===== config.mk =====
export PLATFORM = sky130hd
export DESIGN_NAME = light_phase_monitor
export DESIGN_NICKNAME = d
export VERILOG_FILES = /design/src/rtl/light_phase_monitor.sv
export SDC_FILE = /design/constraint.sdc
export NUM_CORES = 1
export LEC_CHECK = 0
export ABC_CLOCK_PERIOD_IN_PS = 4350
export BUFFER_PORTS_ARGS = -buffer_cell sky130_fd_sc_hd__buf_2
export CORE_AREA = 2 2 63 65
export DETAILED_ROUTE_END_ITERATION = 10
export DIE_AREA = 0 0 65 67
export PLACE_DENSITY = 0.58
export RECOVER_POWER = 100
export SLEW_MARGIN = 20
export SYNTH_ARGS = -nofsm -noshare
export SYNTH_HDL_FRONTEND = slang
export SYNTH_SLANG_ARGS = --single-unit

===== constraint.sdc =====
create_clock -name clk -period 4.35 [get_ports clk]
set_input_delay 1.0875 -clock clk [delete_from_list [all_inputs] [get_ports clk]]
set_output_delay 1.0875 -clock clk [all_outputs]
set_load 0.02 [all_outputs]

===== src/rtl/light_phase_monitor.sv =====
// ---------------------------------------------------------------------------
// LightPhaseMonitor : light_phase_monitor
//
// Purpose
//   Watches the four lane light codes of an intersection controller and
//   checks the green rotation E -> W -> S -> N -> E.  Each phase must hold
//   green for exactly DWELL_TICKS samples.  The first violation latches a
//   sticky fault with its cause.  Samples are evaluated only on clk edges
//   where tick is high.
//
// Ports
//   clk         in   1  system clock, all logic on posedge
//   rst         in   1  synchronous active-high reset
//   tick        in   1  sample strobe (one clk wide)
//   fault_clr   in   1  return to SYNC from any state (LPM_FAULT_CLEAR_EN only)
//   lt_e/w/s/n  in   2  lane light codes: 01 go, 10 stop, 00/11 illegal
//   phase       out  2  current green lane (0=E 1=W 2=S 3=N)
//   phase_vld   out  1  high while tracking a locked rotation
//   dwell       out  4  valid samples counted in the current phase
//   phase_chg   out  1  one-clk pulse after each accepted phase change
//   fault       out  1  sticky fault flag
//   fault_code  out  3  first fault cause:
//                       1 illegal, 2 green count, 3 order, 4 short, 5 long
//
// Configuration
//   LPM_FAULT_CLEAR_EN : when defined, adds the fault_clr input.
// ---------------------------------------------------------------------------
module light_phase_monitor #(
    parameter int unsigned DWELL_TICKS = 6
) (
    input  logic       clk,
    input  logic       rst,
    input  logic       tick,
`ifdef LPM_FAULT_CLEAR_EN
    input  logic       fault_clr,
`endif
    input  logic [1:0] lt_e,
    input  logic [1:0] lt_w,
    input  logic [1:0] lt_s,
    input  logic [1:0] lt_n,
    output logic [1:0] phase,
    output logic       phase_vld,
    output logic [3:0] dwell,
    output logic       phase_chg,
    output logic       fault,
    output logic [2:0] fault_code
);

    typedef enum logic [1:0] {
        SYNC  = 2'd0,
        TRACK = 2'd1,
        FAULT = 2'd2
    } state_t;

    localparam logic [1:0] CODE_GO   = 2'b01;
    localparam logic [1:0] CODE_STOP = 2'b10;
    localparam logic [3:0] DWELL_MAX = 4'(DWELL_TICKS);

    localparam logic [2:0] FC_ILLEGAL = 3'd1;
    localparam logic [2:0] FC_COUNT   = 3'd2;
    localparam logic [2:0] FC_ORDER   = 3'd3;
    localparam logic [2:0] FC_SHORT   = 3'd4;
    localparam logic [2:0] FC_LONG    = 3'd5;

    state_t     r_state,     w_state;
    logic [1:0] r_phase,     w_phase;
    logic       r_phaseVld,  w_phaseVld;
    logic [3:0] r_dwell,     w_dwell;
    logic       r_phaseChg,  w_phaseChg;
    logic       r_fault,     w_fault;
    logic [2:0] r_faultCode, w_faultCode;
    logic [1:0] r_prevLane,  w_prevLane;
    logic       r_prevVld,   w_prevVld;

    logic       w_clear;
    logic       w_legal;
    logic [3:0] w_go;
    logic [2:0] w_goCount;
    logic [1:0] w_lane;
    logic [1:0] w_laneNext;
    logic [3:0] w_dwellInc;
    logic       w_enterFault;
    logic [2:0] w_newCode;

`ifdef LPM_FAULT_CLEAR_EN
    assign w_clear = fault_clr;
`else
    assign w_clear = 1'b0;
`endif

    // Decode the current sample: legality of every lane, which lanes show
    // go, how many, and the encoded green lane (only meaningful when
    // exactly one lane is green).
    always_comb begin
        w_legal = ((lt_e == CODE_GO) || (lt_e == CODE_STOP)) &&
                  ((lt_w == CODE_GO) || (lt_w == CODE_STOP)) &&
                  ((lt_s == CODE_GO) || (lt_s == CODE_STOP)) &&
                  ((lt_n == CODE_GO) || (lt_n == CODE_STOP));
        w_go      = {lt_n == CODE_GO, lt_s == CODE_GO,
                     lt_w == CODE_GO, lt_e == CODE_GO};
        w_goCount = 3'(w_go[0]) + 3'(w_go[1]) + 3'(w_go[2]) + 3'(w_go[3]);
        w_lane    = 2'd0;
        if (w_go[1]) w_lane = 2'd1;
        if (w_go[2]) w_lane = 2'd2;
        if (w_go[3]) w_lane = 2'd3;
        w_laneNext = r_phase + 2'd1;
        w_dwellInc = (r_dwell == 4'hF) ? 4'hF : r_dwell + 4'd1;
    end

    // Next-state and next-output logic.  Fault causes are tested in
    // priority order so the first matching check wins; the fault itself is
    // applied after the state case so phase and dwell stay frozen at their
    // pre-fault values.
    always_comb begin
        w_state      = r_state;
        w_phase      = r_phase;
        w_phaseVld   = r_phaseVld;
        w_dwell      = r_dwell;
        w_phaseChg   = 1'b0;
        w_fault      = r_fault;
        w_faultCode  = r_faultCode;
        w_prevLane   = r_prevLane;
        w_prevVld    = r_prevVld;
        w_enterFault = 1'b0;
        w_newCode    = 3'd0;

        if (w_clear) begin
            w_state     = SYNC;
            w_phase     = 2'd0;
            w_phaseVld  = 1'b0;
            w_dwell     = 4'd0;
            w_fault     = 1'b0;
            w_faultCode = 3'd0;
            w_prevLane  = 2'd0;
            w_prevVld   = 1'b0;
        end else if (tick) begin
            case (r_state)
                SYNC: begin
                    if (!w_legal) begin
                        w_enterFault = 1'b1;
                        w_newCode    = FC_ILLEGAL;
                    end else if (w_goCount != 3'd1) begin
                        w_enterFault = 1'b1;
                        w_newCode    = FC_COUNT;
                    end else begin
                        // Lock onto the first observed lane change; the
                        // partial phase before it is neither timed nor
                        // order checked.
                        if (r_prevVld && (w_lane != r_prevLane)) begin
                            w_state    = TRACK;
                            w_phase    = w_lane;
                            w_dwell    = 4'd1;
                            w_phaseVld = 1'b1;
                            w_phaseChg = 1'b1;
                        end
                        w_prevLane = w_lane;
                        w_prevVld  = 1'b1;
                    end
                end
                TRACK: begin
                    if (!w_legal) begin
                        w_enterFault = 1'b1;
                        w_newCode    = FC_ILLEGAL;
                    end else if (w_goCount != 3'd1) begin
                        w_enterFault = 1'b1;
                        w_newCode    = FC_COUNT;
                    end else if (w_lane == r_phase) begin
                        if (r_dwell >= DWELL_MAX) begin
                            w_enterFault = 1'b1;
                            w_newCode    = FC_LONG;
                        end else begin
                            w_dwell = w_dwellInc;
                        end
                    end else if (w_lane != w_laneNext) begin
                        w_enterFault = 1'b1;
                        w_newCode    = FC_ORDER;
                    end else if (r_dwell != DWELL_MAX) begin
                        w_enterFault = 1'b1;
                        w_newCode    = FC_SHORT;
                    end else begin
                        w_phase    = w_lane;
                        w_dwell    = 4'd1;
                        w_phaseChg = 1'b1;
                    end
                    w_prevLane = w_lane;
                end
                default: begin
                end
            endcase

            if (w_enterFault) begin
                w_state     = FAULT;
                w_fault     = 1'b1;
                w_faultCode = w_newCode;
                w_phaseVld  = 1'b0;
                w_phase     = r_phase;
                w_dwell     = r_dwell;
                w_phaseChg  = 1'b0;
            end
        end
    end

    // State and output registers; reset overrides tick, fault and clear.
    always_ff @(posedge clk) begin
        if (rst) begin
            r_state     <= SYNC;
            r_phase     <= 2'd0;
            r_phaseVld  <= 1'b0;
            r_dwell     <= 4'd0;
            r_phaseChg  <= 1'b0;
            r_fault     <= 1'b0;
            r_faultCode <= 3'd0;
            r_prevLane  <= 2'd0;
            r_prevVld   <= 1'b0;
        end else begin
            r_state     <= w_state;
            r_phase     <= w_phase;
            r_phaseVld  <= w_phaseVld;
            r_dwell     <= w_dwell;
            r_phaseChg  <= w_phaseChg;
            r_fault     <= w_fault;
            r_faultCode <= w_faultCode;
            r_prevLane  <= w_prevLane;
            r_prevVld   <= w_prevVld;
        end
    end

    assign phase      = r_phase;
    assign phase_vld  = r_phaseVld;
    assign dwell      = r_dwell;
    assign phase_chg  = r_phaseChg;
    assign fault      = r_fault;
    assign fault_code = r_faultCode;

endmodule

==> reports/qor.yml <==
outcome:
  status: "finished clean"
logic_synthesis:
  synth_seq_cells: 16
  post_synth.cell_area_avg_um2: 8.84
  ys_warn_count: 0
  yosys.area.top_type: "dfxtp_1"
  syn_area_um2: 1240
  async_flop_share_pct: 0
  synth.most_common_cell: "dfxtp_1"
  ys_seq_area_share_pct: 25.9
  syn-num-nets: 160
  synthTopCellsByArea: "dfxtp_1 26%, ha_1 8.1%, mux2i_1 4.0%, nand2_1 3.9%, a21oi_1 3.6%"
  synth_cells: 140
  synthDominantCellAreaShare_pct: 25.9
  synth_cell_type_count: 54
  synthTopCellsByCount: "16 x dfxtp_1, 13 x nand2_1, 10 x inv_1, 9 x a21oi_1"
  synth-edff-count: 0
  synthFlopType: "dfxtp_1"
timing:
  finalHoldViolCount: 0
  fin_ws_ns: 0.499
  min_period_over_period_pct: 88.5
  worst_pin_slew_ns: 0.644
  fin_crit_ns: 3.85
  fin_skew_ns: 0.00462
  max_freq_mhz: 260
  rsz0062_at_grt: "no"
  slew_violations: 0
  setup_viol: 0
  slew-limit-headroom_pct: 56.8
  setup_tns_ns: 0
clock_network:
  cts-root-buf: "clkbuf_8"
  hold_buffers: 0
  clk_path_buf_depth: 2
  cts_repair_resize_count: 0
  htree_levels: 1
  cts_setup_buffers: 0
  cts_tree: "built"
  numCtsBuffers: 3
  clk_pin_slew_ns: 0.07
  cts_sinks: 16
  clk-insertion-delay-late_ns: 0.25
finish:
  antennaDiodeCount: 0
  regArea_um2: 320
  drive_above_1_share_pct: 15.2
  nNetsFinal: 185
  multi_input_area_um2: 846
  syn2layout_area_growth_pct: 15.2
  nFillCells: 389
detailed_routing:
  drcViolationCount: 0
  drt_wl_total_mm: 2.81
  drtIter0Drc: 46
  via_per_inst: 5.50
  dr.pass1.iters: 4
  wl_per_cell_um: 13.3
  ant_nets: 0
  vias: 1165
pwr:
  p_int_w: 0.000253
  ir_drop_uv: 136
  power_density_nw_per_um2: 238
  p_switching_w: 0.0000864
  p_seq_share_pct: 44.7
  p_comb_share_pct: 16.6
  power_frac_clock_pct: 38.7
  switching_share_pct: 25.4
  p_leak_nw: 0.561
worst_setup_path:
  cp_slowest_stage_delay_ns: 0.58
  start_kind: "input port"
  crit_arrival_ns: 4.02
  cp_max_fo: 6
  worstSetupPathType: "input port to register"
  worstPathRequired_ns: 4.52
  cp_slowest_cell: "a311oi_1"
  crit_chain: "buf_2 -> inv_1 -> ha_1 -> fa_1 -> ha_1 -> ha_1 -> nor3b_1 -> nand2_1 -> a311oi_1 -> o211ai_1 -> a221oi_2"
  end_kind: "register"
  cp_common_cell: "ha_1"
  r2r_slack_ns: 2.16
place:
  post-place-ws_ns: 0.475
  portBuffers: 22
  globalplace.congestion: 0.803
  hpwl_mm: 2.26
die:
  core-area_um2: 3610
  die_x_um: 65
  dieArea_um2: 4360
  die_h_um: 67
  row_count: 22
  pin_count: 23
  start_util_pct: 34.3
global_routing:
  grt_first_pass_wirelength_mm: 4.96
  track_usage_pct: 14.2
  antenna_found_initial: 0
  overflow: 0
  grt_pass1_vias: 1141
  grt_max_degree: 15
job:
  max_cap_viol_count: 0
worst_hold_path:
  hp-class: "register to register"
-- layout make-up --
type | count | share of cell area (%)
Clock buffer | 4 | 3.86
Inverter | 10 | 2.63
Multi-Input combinational cell | 110 | 59.4
Sequential cell | 16 | 22.5
Tap cell | 48 | 4.21
Timing Repair Buffer | 24 | 7.46
-- routing by layer --
layer	up-vias	global-route usage (%)	part of all wire, %
met5	-	0	0
met4	0	2.66	0
met3	0	3.72	4.8
met2	30	25.6	49
met1	560	17.1	46
li1	575	-	-
-- sequential cells by signal, indices dropped and copies added, names as in the netlist --
signal      count
phase_chg       1
r_state         2
fault           1
phase           2
r_prevLane      2
r_prevVld       1
fault_code      3
dwell           4
-- power by group through the flow --
stage           logic, W  clock network (W)  registers (W)
6_report       0.0000563           0.000131       0.000152
5_1_grt        0.0000645           0.000143       0.000152
4_1_cts        0.0000576           0.000137       0.000152
3_5_place_dp   0.0000576                  0       0.000155
3_3_place_gp   0.0000569                  0       0.000155
2_1_floorplan  0.0000394                  0       0.000157
-- cells by family after synthesis --
family	synth area share (%)
simple gates	24.1
flops	25.9
buf+inv	5.26
fa+ha+maj	9.71
xor+xnor	0.708
compound gates	27.3
mux	7.08
-- worst paths after layout --
check,startpoint,endpoint,cells after the start
worst min-delay path,fault_code[1],fault_code[1],2
worst min register to register,fault_code[1],fault_code[1],2
worst max register to register,dwell[0],fault_code[2],7
worst max-delay path,lt_w[1],dwell[2],11
-- placed cells by master (no fill, tap or decap), types with 5 or more instances in the layout --
master,Yosys,layout
nand2_1,13,13
dfxtp_1,16,16
nand3_1,5,5
clkbuf_1,1,13
ha_1,8,8
buf_2,1,10
a21oi_1,9,9
nor2_1,8,8
inv_1,10,10
mux2i_1,5,5
-- critical path, delay by kind of cell --
kind / cells / cell delay [ns]
fa+ha+maj: 4 / 1.22
compound gates: 3 / 1.04
simple gates: 2 / 0.55
buf+inv: 2 / 0.13
-- through the flow --
stage / util, % / hold WS, ns / cell area, µm² / total power (W) / std cells
after floorplan: - / 0.462 / 1240 / 0.000196 / 140
after global placement: 38.7 / 0.445 / 1400 / 0.000212 / 208
after detailed placement: 38.7 / 0.462 / 1400 / 0.000213 / 208
after CTS: 40.2 / 0.471 / 1450 / 0.000346 / 212
after global routing: 39.5 / 0.494 / 1430 / 0.000359 / 212
final: 39.5 / 0.464 / 1430 / 0.000339 / 212
(Power assumes the default switching activity.)
